`config.mk`:
```
export PLATFORM = sky130hd
export DESIGN_NAME = wb_trace_arbiter
export DESIGN_NICKNAME = d
export VERILOG_FILES = /design/src/rtl/wb_trace_arbiter_pkg.sv /design/src/rtl/wb_trace_arbiter_trace_fifo.sv /design/src/rtl/wb_trace_arbiter.sv
export SDC_FILE = /design/constraint.sdc
export NUM_CORES = 1
export LEC_CHECK = 0
export ABC_AREA = 0
export CAP_MARGIN = 20
export CORE_MARGIN = 8
export CORE_UTILIZATION = 26
export CTS_BUF_LIST = sky130_fd_sc_hd__clkbuf_8
export CTS_CLUSTER_SIZE = 16
export DETAILED_ROUTE_END_ITERATION = 8
export MAX_ROUTING_LAYER = met4
export PLACE_DENSITY = 0.51
export SLEW_MARGIN = 20
export SYNTH_ARGS = -nofsm -noshare
export SYNTH_HDL_FRONTEND = slang
export SYNTH_HIERARCHICAL = 1
export SYNTH_SLANG_ARGS = --single-unit
```
`constraint.sdc`:
```
create_clock -name clk -period 6.4 [get_ports clk]
set_input_delay 0.64 -clock clk [delete_from_list [all_inputs] [get_ports clk]]
set_output_delay 0.64 -clock clk [all_outputs]
set_load 0.05 [all_outputs]
```
`src/rtl/wb_trace_arbiter_pkg.sv`:
```
// Shared types for the write-back trace arbiter: trace entry layout {pc, wen, wnum, wdata}.
package wb_trace_arbiter_pkg;

   localparam int unsigned TRACE_ENTRY_WD = 73;

   localparam int unsigned TRACE_WDATA_LSB = 0;
   localparam int unsigned TRACE_WDATA_MSB = 31;
   localparam int unsigned TRACE_WNUM_LSB  = 32;
   localparam int unsigned TRACE_WNUM_MSB  = 36;
   localparam int unsigned TRACE_WEN_LSB   = 37;
   localparam int unsigned TRACE_WEN_MSB   = 40;
   localparam int unsigned TRACE_PC_LSB    = 41;
   localparam int unsigned TRACE_PC_MSB    = 72;

   typedef struct packed {
      logic [31:0] pc;
      logic [3:0]  wen;
      logic [4:0]  wnum;
      logic [31:0] wdata;
   } trace_entry_t;

   function automatic trace_entry_t make_entry(input logic [31:0] pc, input logic [3:0] wen,
                                               input logic [4:0] wnum, input logic [31:0] wdata);
      trace_entry_t e;
      e.pc    = pc;
      e.wen   = wen;
      e.wnum  = wnum;
      e.wdata = wdata;
      return e;
   endfunction

endpackage

```
`src/rtl/wb_trace_arbiter_trace_fifo.sv`:
```
// Two-write / one-read circular buffer holding trace entries in program order.
module trace_fifo
   import wb_trace_arbiter_pkg::*;
#(
   parameter int unsigned DEPTH = 4,
   localparam int unsigned AW = $clog2(DEPTH),
   localparam int unsigned CW = AW + 1
) (
   input  logic          clk,
   input  logic          resetn,
   input  logic [1:0]    push_cnt,
   input  trace_entry_t  push_entry_0,
   input  trace_entry_t  push_entry_1,
   input  logic          pop,
   output trace_entry_t  head,
   output logic [CW-1:0] count
);

   trace_entry_t  mem [DEPTH];
   logic [AW-1:0] wr_ptr_q, wr_ptr_d, wr_ptr_p1;
   logic [AW-1:0] rd_ptr_q, rd_ptr_d;
   logic [CW-1:0] count_q, count_d;

   always_comb begin
      wr_ptr_p1 = wr_ptr_q + AW'(1);
      wr_ptr_d  = wr_ptr_q + AW'(push_cnt);
      rd_ptr_d  = rd_ptr_q + AW'(pop);
      count_d   = count_q + CW'(push_cnt) - CW'(pop);
   end

   // Storage is not reset; only pointers and count define validity.
   always_ff @(posedge clk) begin
      if (push_cnt != 2'd0) mem[wr_ptr_q] <= push_entry_0;
      if (push_cnt == 2'd2) mem[wr_ptr_p1] <= push_entry_1;
   end

   always_ff @(posedge clk or negedge resetn) begin
      if (!resetn) begin
         wr_ptr_q <= '0;
         rd_ptr_q <= '0;
         count_q  <= '0;
      end else begin
         wr_ptr_q <= wr_ptr_d;
         rd_ptr_q <= rd_ptr_d;
         count_q  <= count_d;
      end
   end

   assign head  = mem[rd_ptr_q];
   assign count = count_q;

endmodule

```
`src/rtl/wb_trace_arbiter.sv`:
```
// Serializes the two write-back retire lanes onto a single trace port, stalling WB when short of room.
module wb_trace_arbiter
   import wb_trace_arbiter_pkg::*;
#(
   parameter int unsigned DEPTH = 4
) (
   input  logic        clk,
   input  logic        resetn,
   input  logic [1:0]  in_valid,
   input  logic        in_lane1_first,
   input  logic [31:0] in_pc_0,
   input  logic [31:0] in_pc_1,
   input  logic [3:0]  in_wen_0,
   input  logic [3:0]  in_wen_1,
   input  logic [4:0]  in_wnum_0,
   input  logic [4:0]  in_wnum_1,
   input  logic [31:0] in_wdata_0,
   input  logic [31:0] in_wdata_1,
   output logic        stall_req,
   output logic        out_valid,
   input  logic        out_ready,
   output logic [31:0] out_pc,
   output logic [3:0]  out_wen,
   output logic [4:0]  out_wnum,
   output logic [31:0] out_wdata,
   output logic [31:0] retired_cnt
);

   localparam int unsigned CW = $clog2(DEPTH) + 1;

   trace_entry_t  lane_0, lane_1, slot_0, slot_1, head;
   logic [CW-1:0] fifo_count;
   logic          push_0, push_1, pop;
   logic [1:0]    push_cnt;
   logic [31:0]   retired_cnt_q;

   assign lane_0 = make_entry(in_pc_0, in_wen_0, in_wnum_0, in_wdata_0);
   assign lane_1 = make_entry(in_pc_1, in_wen_1, in_wnum_1, in_wdata_1);

   // Stall depends only on registered count, so there is no path from in_valid.
   assign stall_req = (fifo_count > CW'(DEPTH - 2));

   assign push_0 = in_valid[0] & (in_wen_0 != 4'd0) & ~stall_req;
   assign push_1 = in_valid[1] & (in_wen_1 != 4'd0) & ~stall_req;

   always_comb begin
      slot_0   = lane_0;
      slot_1   = lane_1;
      push_cnt = 2'd0;
      if (push_0 && push_1) begin
         push_cnt = 2'd2;
         if (in_lane1_first) begin
            slot_0 = lane_1;
            slot_1 = lane_0;
         end
      end else if (push_1) begin
         push_cnt = 2'd1;
         slot_0   = lane_1;
      end else if (push_0) begin
         push_cnt = 2'd1;
      end
   end

   assign out_valid = (fifo_count != '0);
   assign pop       = out_valid & out_ready;

   trace_fifo #(
      .DEPTH(DEPTH)
   ) u_fifo (
      .clk         (clk),
      .resetn      (resetn),
      .push_cnt    (push_cnt),
      .push_entry_0(slot_0),
      .push_entry_1(slot_1),
      .pop         (pop),
      .head        (head),
      .count       (fifo_count)
   );

   always_comb begin
      out_pc    = '0;
      out_wen   = '0;
      out_wnum  = '0;
      out_wdata = '0;
      if (out_valid) begin
         out_pc    = head.pc;
         out_wen   = head.wen;
         out_wnum  = head.wnum;
         out_wdata = head.wdata;
      end
   end

   always_ff @(posedge clk or negedge resetn) begin
      if (!resetn) begin
         retired_cnt_q <= '0;
      end else if (pop) begin
         retired_cnt_q <= retired_cnt_q + 32'd1;
      end
   end

   assign retired_cnt = retired_cnt_q;

endmodule

```
# Yosys cells after proc, flatten, opt, wreduce, memory -nomap -nowiden
# Memory sizes are Yosys's and may differ from the RTL's.
# Index checks and enable logic that the tools add are counted.
# classes
n_mux,16
n_reduce_logical,5
n_bitwise,6
eq_ne,1
order_cmp,1
addsub,6
# ops
operator,n
$mux 73,5
$mux 32,2
$add 32x1->32 const B,1
$reduce_bool 4->1,2
$mux 1,6
$and 1x1->1,5
$mux 5,1
$mux 4,1
$add 3x2->3,1
$gt 3x2->1 const B,1
$reduce_bool 3->1,1
$sub 3x1->3,1
$add 2x1->2,1
$add 2x1->2 const B,1
$add 2x2->2,1
$eq 2x2->1 const B,1
$mux 2,1
$reduce_bool 2->1,1
$logic_and 1x1->1,1
$not 1->1,1
# totals
reg_bits,39
ram_bits,292
in_bits,152
n_memories,1
wordCells,40
# memory_table
name,words,width,read_ports,rd_ports_with_merged_regs,wr,line,text
u_fifo.mem,4,73,1,0,2,wb_trace_arbiter_trace_fifo.sv:19,trace_entry_t mem [DEPTH];

# Longest topological paths before layout
# depth
word_depth,9
mapped_depth,10
ltp_nobuf,10

# Cells and area by module
# The synthesis kept the hierarchy.
# modules_own_cells
mod,area_per_inst_um2,instances,seq_area_each_um2,cells_each
trace_fifo,14507.7,1,8943.6,742
wb_trace_arbiter,3754.9,1,800.8,391

# Least setup slack after synthesis
# Ideal clock, no wire load.
# synth_timing
kind,input -> register
start,in in_wen_1[0]
end,"mem u_fifo/mem[0][0] in the netlist's numbering, enable pin"
arrival_ps,6940
path_stages,6
setup_ps,605
path_slack_ps,-1145
path_buffers,0
t_required_ps,5795
cell_sequence,or4_1 > nand3_1 > inv_1 > ha_1 > o21bai_1 > o21ai_0
# synth_lines
element,line,text
start: declaration,wb_trace_arbiter.sv:14,"input logic [3:0] in_wen_1,"
end: declaration,wb_trace_arbiter_trace_fifo.sv:19,

==> results.sh <==
export IMPL_grt_max_degree=65
export IMPL_vdd_drop_max_uv=247
export IMPL_grt_pass1_wl_mm=80.1
export IMPL_finalHoldViolations=0
export IMPL_ctsRootBufferMaster="clkbuf_8"
export IMPL_rsz0062_at_grt="false"
export IMPL_max_slew_margin_pct=28.0
export IMPL_final_common_cell="mux2_2"
export IMPL_path_class="reg -> out"
export IMPL_cts_hold_buf=0
export IMPL_finalCritPeriodShare_pct=66.2
export IMPL_post_cts_buffers=0
export IMPL_setup_tns_ns=0
export IMPL_drc=0
export IMPL_htreeDepth=3
export IMPL_cp_max_fo=33
export IMPL_cts_tree="built"
export IMPL_dr_pass1_iters=4
export IMPL_die_w_um=281
export IMPL_ys_seq_elements=331
export IMPL_wl_mm=54.4
export IMPL_layout_common_cells="mux2_2 (303), edfxtp_1 (292), clkdlybuf4s50_1 (257)"
export IMPL_die_area_um2=79000
export IMPL_syn_inst=1133
export IMPL_overflow=0
export IMPL_drt_antenna_violating_nets=0
export IMPL_die_y_um=281
export IMPL_fin_ws_ns=2.16
export IMPL_status="completed"
export IMPL_drtIter0Drc=444
export IMPL_gp_congestion=0.760
export IMPL_max_freq_mhz=236
export IMPL_regToRegSetupSlack_ns=2.36
export IMPL_syn_avg_cell_area_um2=16.1
export IMPL_post_dp_cell_area_um2=21800
export IMPL_drv_cap=0
export IMPL_gr_usage_all_layers_pct=13.9
export IMPL_hold_path_class="in -> async"
export IMPL_final_area_um2=23100
export IMPL_cts_resized=0
export IMPL_power_density_nw_per_um2=462
export IMPL_start_util_pct=26.2
export IMPL_yosysWarnings=6
export IMPL_io_pins=259
export IMPL_drive_above_1_share_pct=34.2
export IMPL_place_ws_ns=1.64
export IMPL_setup_viol=0
export IMPL_syn_to_final_growth_pct=26.5
export IMPL_cts_buffers=67
export IMPL_startpoint_type="register"
export IMPL_clock_skew_ns=0.0286
export IMPL_vias=11100
export IMPL_core_region_area_um2=69800
export IMPL_clockBufferDepth=3
export IMPL_hold_slack_ns=0.162
export IMPL_vias_per_cell=4.61
export IMPL_slew_violations=0
export IMPL_wl_per_cell_um=22.7
export IMPL_critPathLaunch="u_fifo/rd_ptr_q[0]$_DFF_PN0_"
export IMPL_syn_num_nets=1294
export IMPL_cts_sinks=331
export IMPL_num_rows=97
export IMPL_clock_latency_ns=0.62
export IMPL_io_buffers=258
export IMPL_finish_utilization_pct=33.1
export IMPL_fin_crit_ns=4.24
export IMPL_clk_pin_slew_ns=0.06
export IMPL_crit_arrival_ns=3.60
export IMPL_grt_pass1_vias=12100
export IMPL_synthesis_area_um2=18300
export IMPL_leakage_uw=0.00790
export IMPL_max_slew_worst_pin_slew_ns=1.08
export IMPL_final_nets=1565
export IMPL_r2r_start="u_fifo/count[2]$_DFF_PN0_"
export IMPL_dpl_hpwl_mm=33.0
export IMPL_antenna_found_initial=5
export IMPL_worst_ep_required_time_ns=5.76
export IMPL_yosysSeqAreaShare_pct=53.4
export IMPL_synth_cell_type_count=40
export IMPL_cp_end_kind="output port"
## cell families after synthesis
logic type | after synthesis | synth area share [%]
compound gates | 7 | 0.260
xor+xnor | 36 | 1.73
fa+ha+maj | 9 | 0.658
buf+inv | 93 | 3.12
flops | 331 | 53.4
mux | 513 | 36.1
simple gates | 144 | 4.75
## synthesized netlist by cell type (all sizes together)
master / instances / share of area (%)
mux2: 439 / 27
edfxtp: 292 / 48
and2: 74 / 2.5
mux4: 73 / 9.0
buf: 52 / 2.3
dfrtp: 39 / 5.3
xor2: 25 / 1.2
clkbuf: 24 / 0.50
inv: 17 / 0.35
nor2: 11 / 0.23
xnor2: 11 / 0.53
nand3: 10 / 0.27
nor3: 10 / 0.27
nand2: 9 / 0.18
ha: 8 / 0.55
nand4: 8 / 0.27
nor4: 8 / 0.27
and3: 3 / 0.12
and4: 2 / 0.096
and4bb: 2 / 0.14
o21ai: 2 / 0.055
o21bai: 2 / 0.082
or3: 2 / 0.069
or4: 2 / 0.10
a21oi: 1 / 0.027
fa: 1 / 0.11
mux2i: 1 / 0.055
nand4b: 1 / 0.048
nor4b: 1 / 0.082
o311ai: 1 / 0.048
o41ai: 1 / 0.048
or4b: 1 / 0.055
## report_power, final
group	internal, uW	switching (uW)	leakage [uW]
sequential	3090	278	0.00315
combinational	2070	3140	0.00400
clock	1140	965	0.000749
## metal layers
layer	up-vias	global-route usage [%]	wire [um]
met3	65	2.86	2150
met1	5756	17.9	25000
met5	-	-	0
met2	241	22.5	26400
met4	0	3.23	899
li1	4992	-	-
## layout make-up
class	count	area, um2
antenna	4	10.0
clock buffer	74	1020
multi-input combinational	709	8020
tap	940	1180
clock inverter	47	258
timing repair buffer	278	2810
sequential	331	9750
inverter	17	63.8
fill	6872	46700
## sequential cells by signal, summed over array words and instances (netlist names)
register / cells
u_fifo/mem: 292
retired_cnt: 32
u_fifo/count: 3
u_fifo/rd_ptr_q: 2
u_fifo/wr_ptr_q: 2
## critical path: stages (launching register included)
cell and delay (ns):
dfrtp_4 0.93, buf_4 0.52, mux4_2 0.55, and2_1 0.20, clkdlybuf4s50_1 0.72
## worst paths after layout
kind | end | cells past startpoint
worst max-delay path | out_wen[1] | 4
worst min-delay path | retired_cnt[13]$_DFFE_PN0P_ | 1
worst max register to register | u_fifo/mem[3][24]$_DFFE_PP_ | 10
worst min register to register | retired_cnt[31]$_DFFE_PN0P_ | 1
max in group asynchronous | u_fifo/rd_ptr_q[0]$_DFF_PN0_ | 1
min in group clk | retired_cnt[31]$_DFFE_PN0P_ | 1
## stage by stage
stage | std cells | power [uW]
CTS | 2395 | 10900
finish | 2400 | 10700
global route | 2400 | 11200
floorplan | 1133 | 6850
detailed placement | 2274 | 8700
global placement | 2274 | 8680
(Power assumes the default switching activity.)
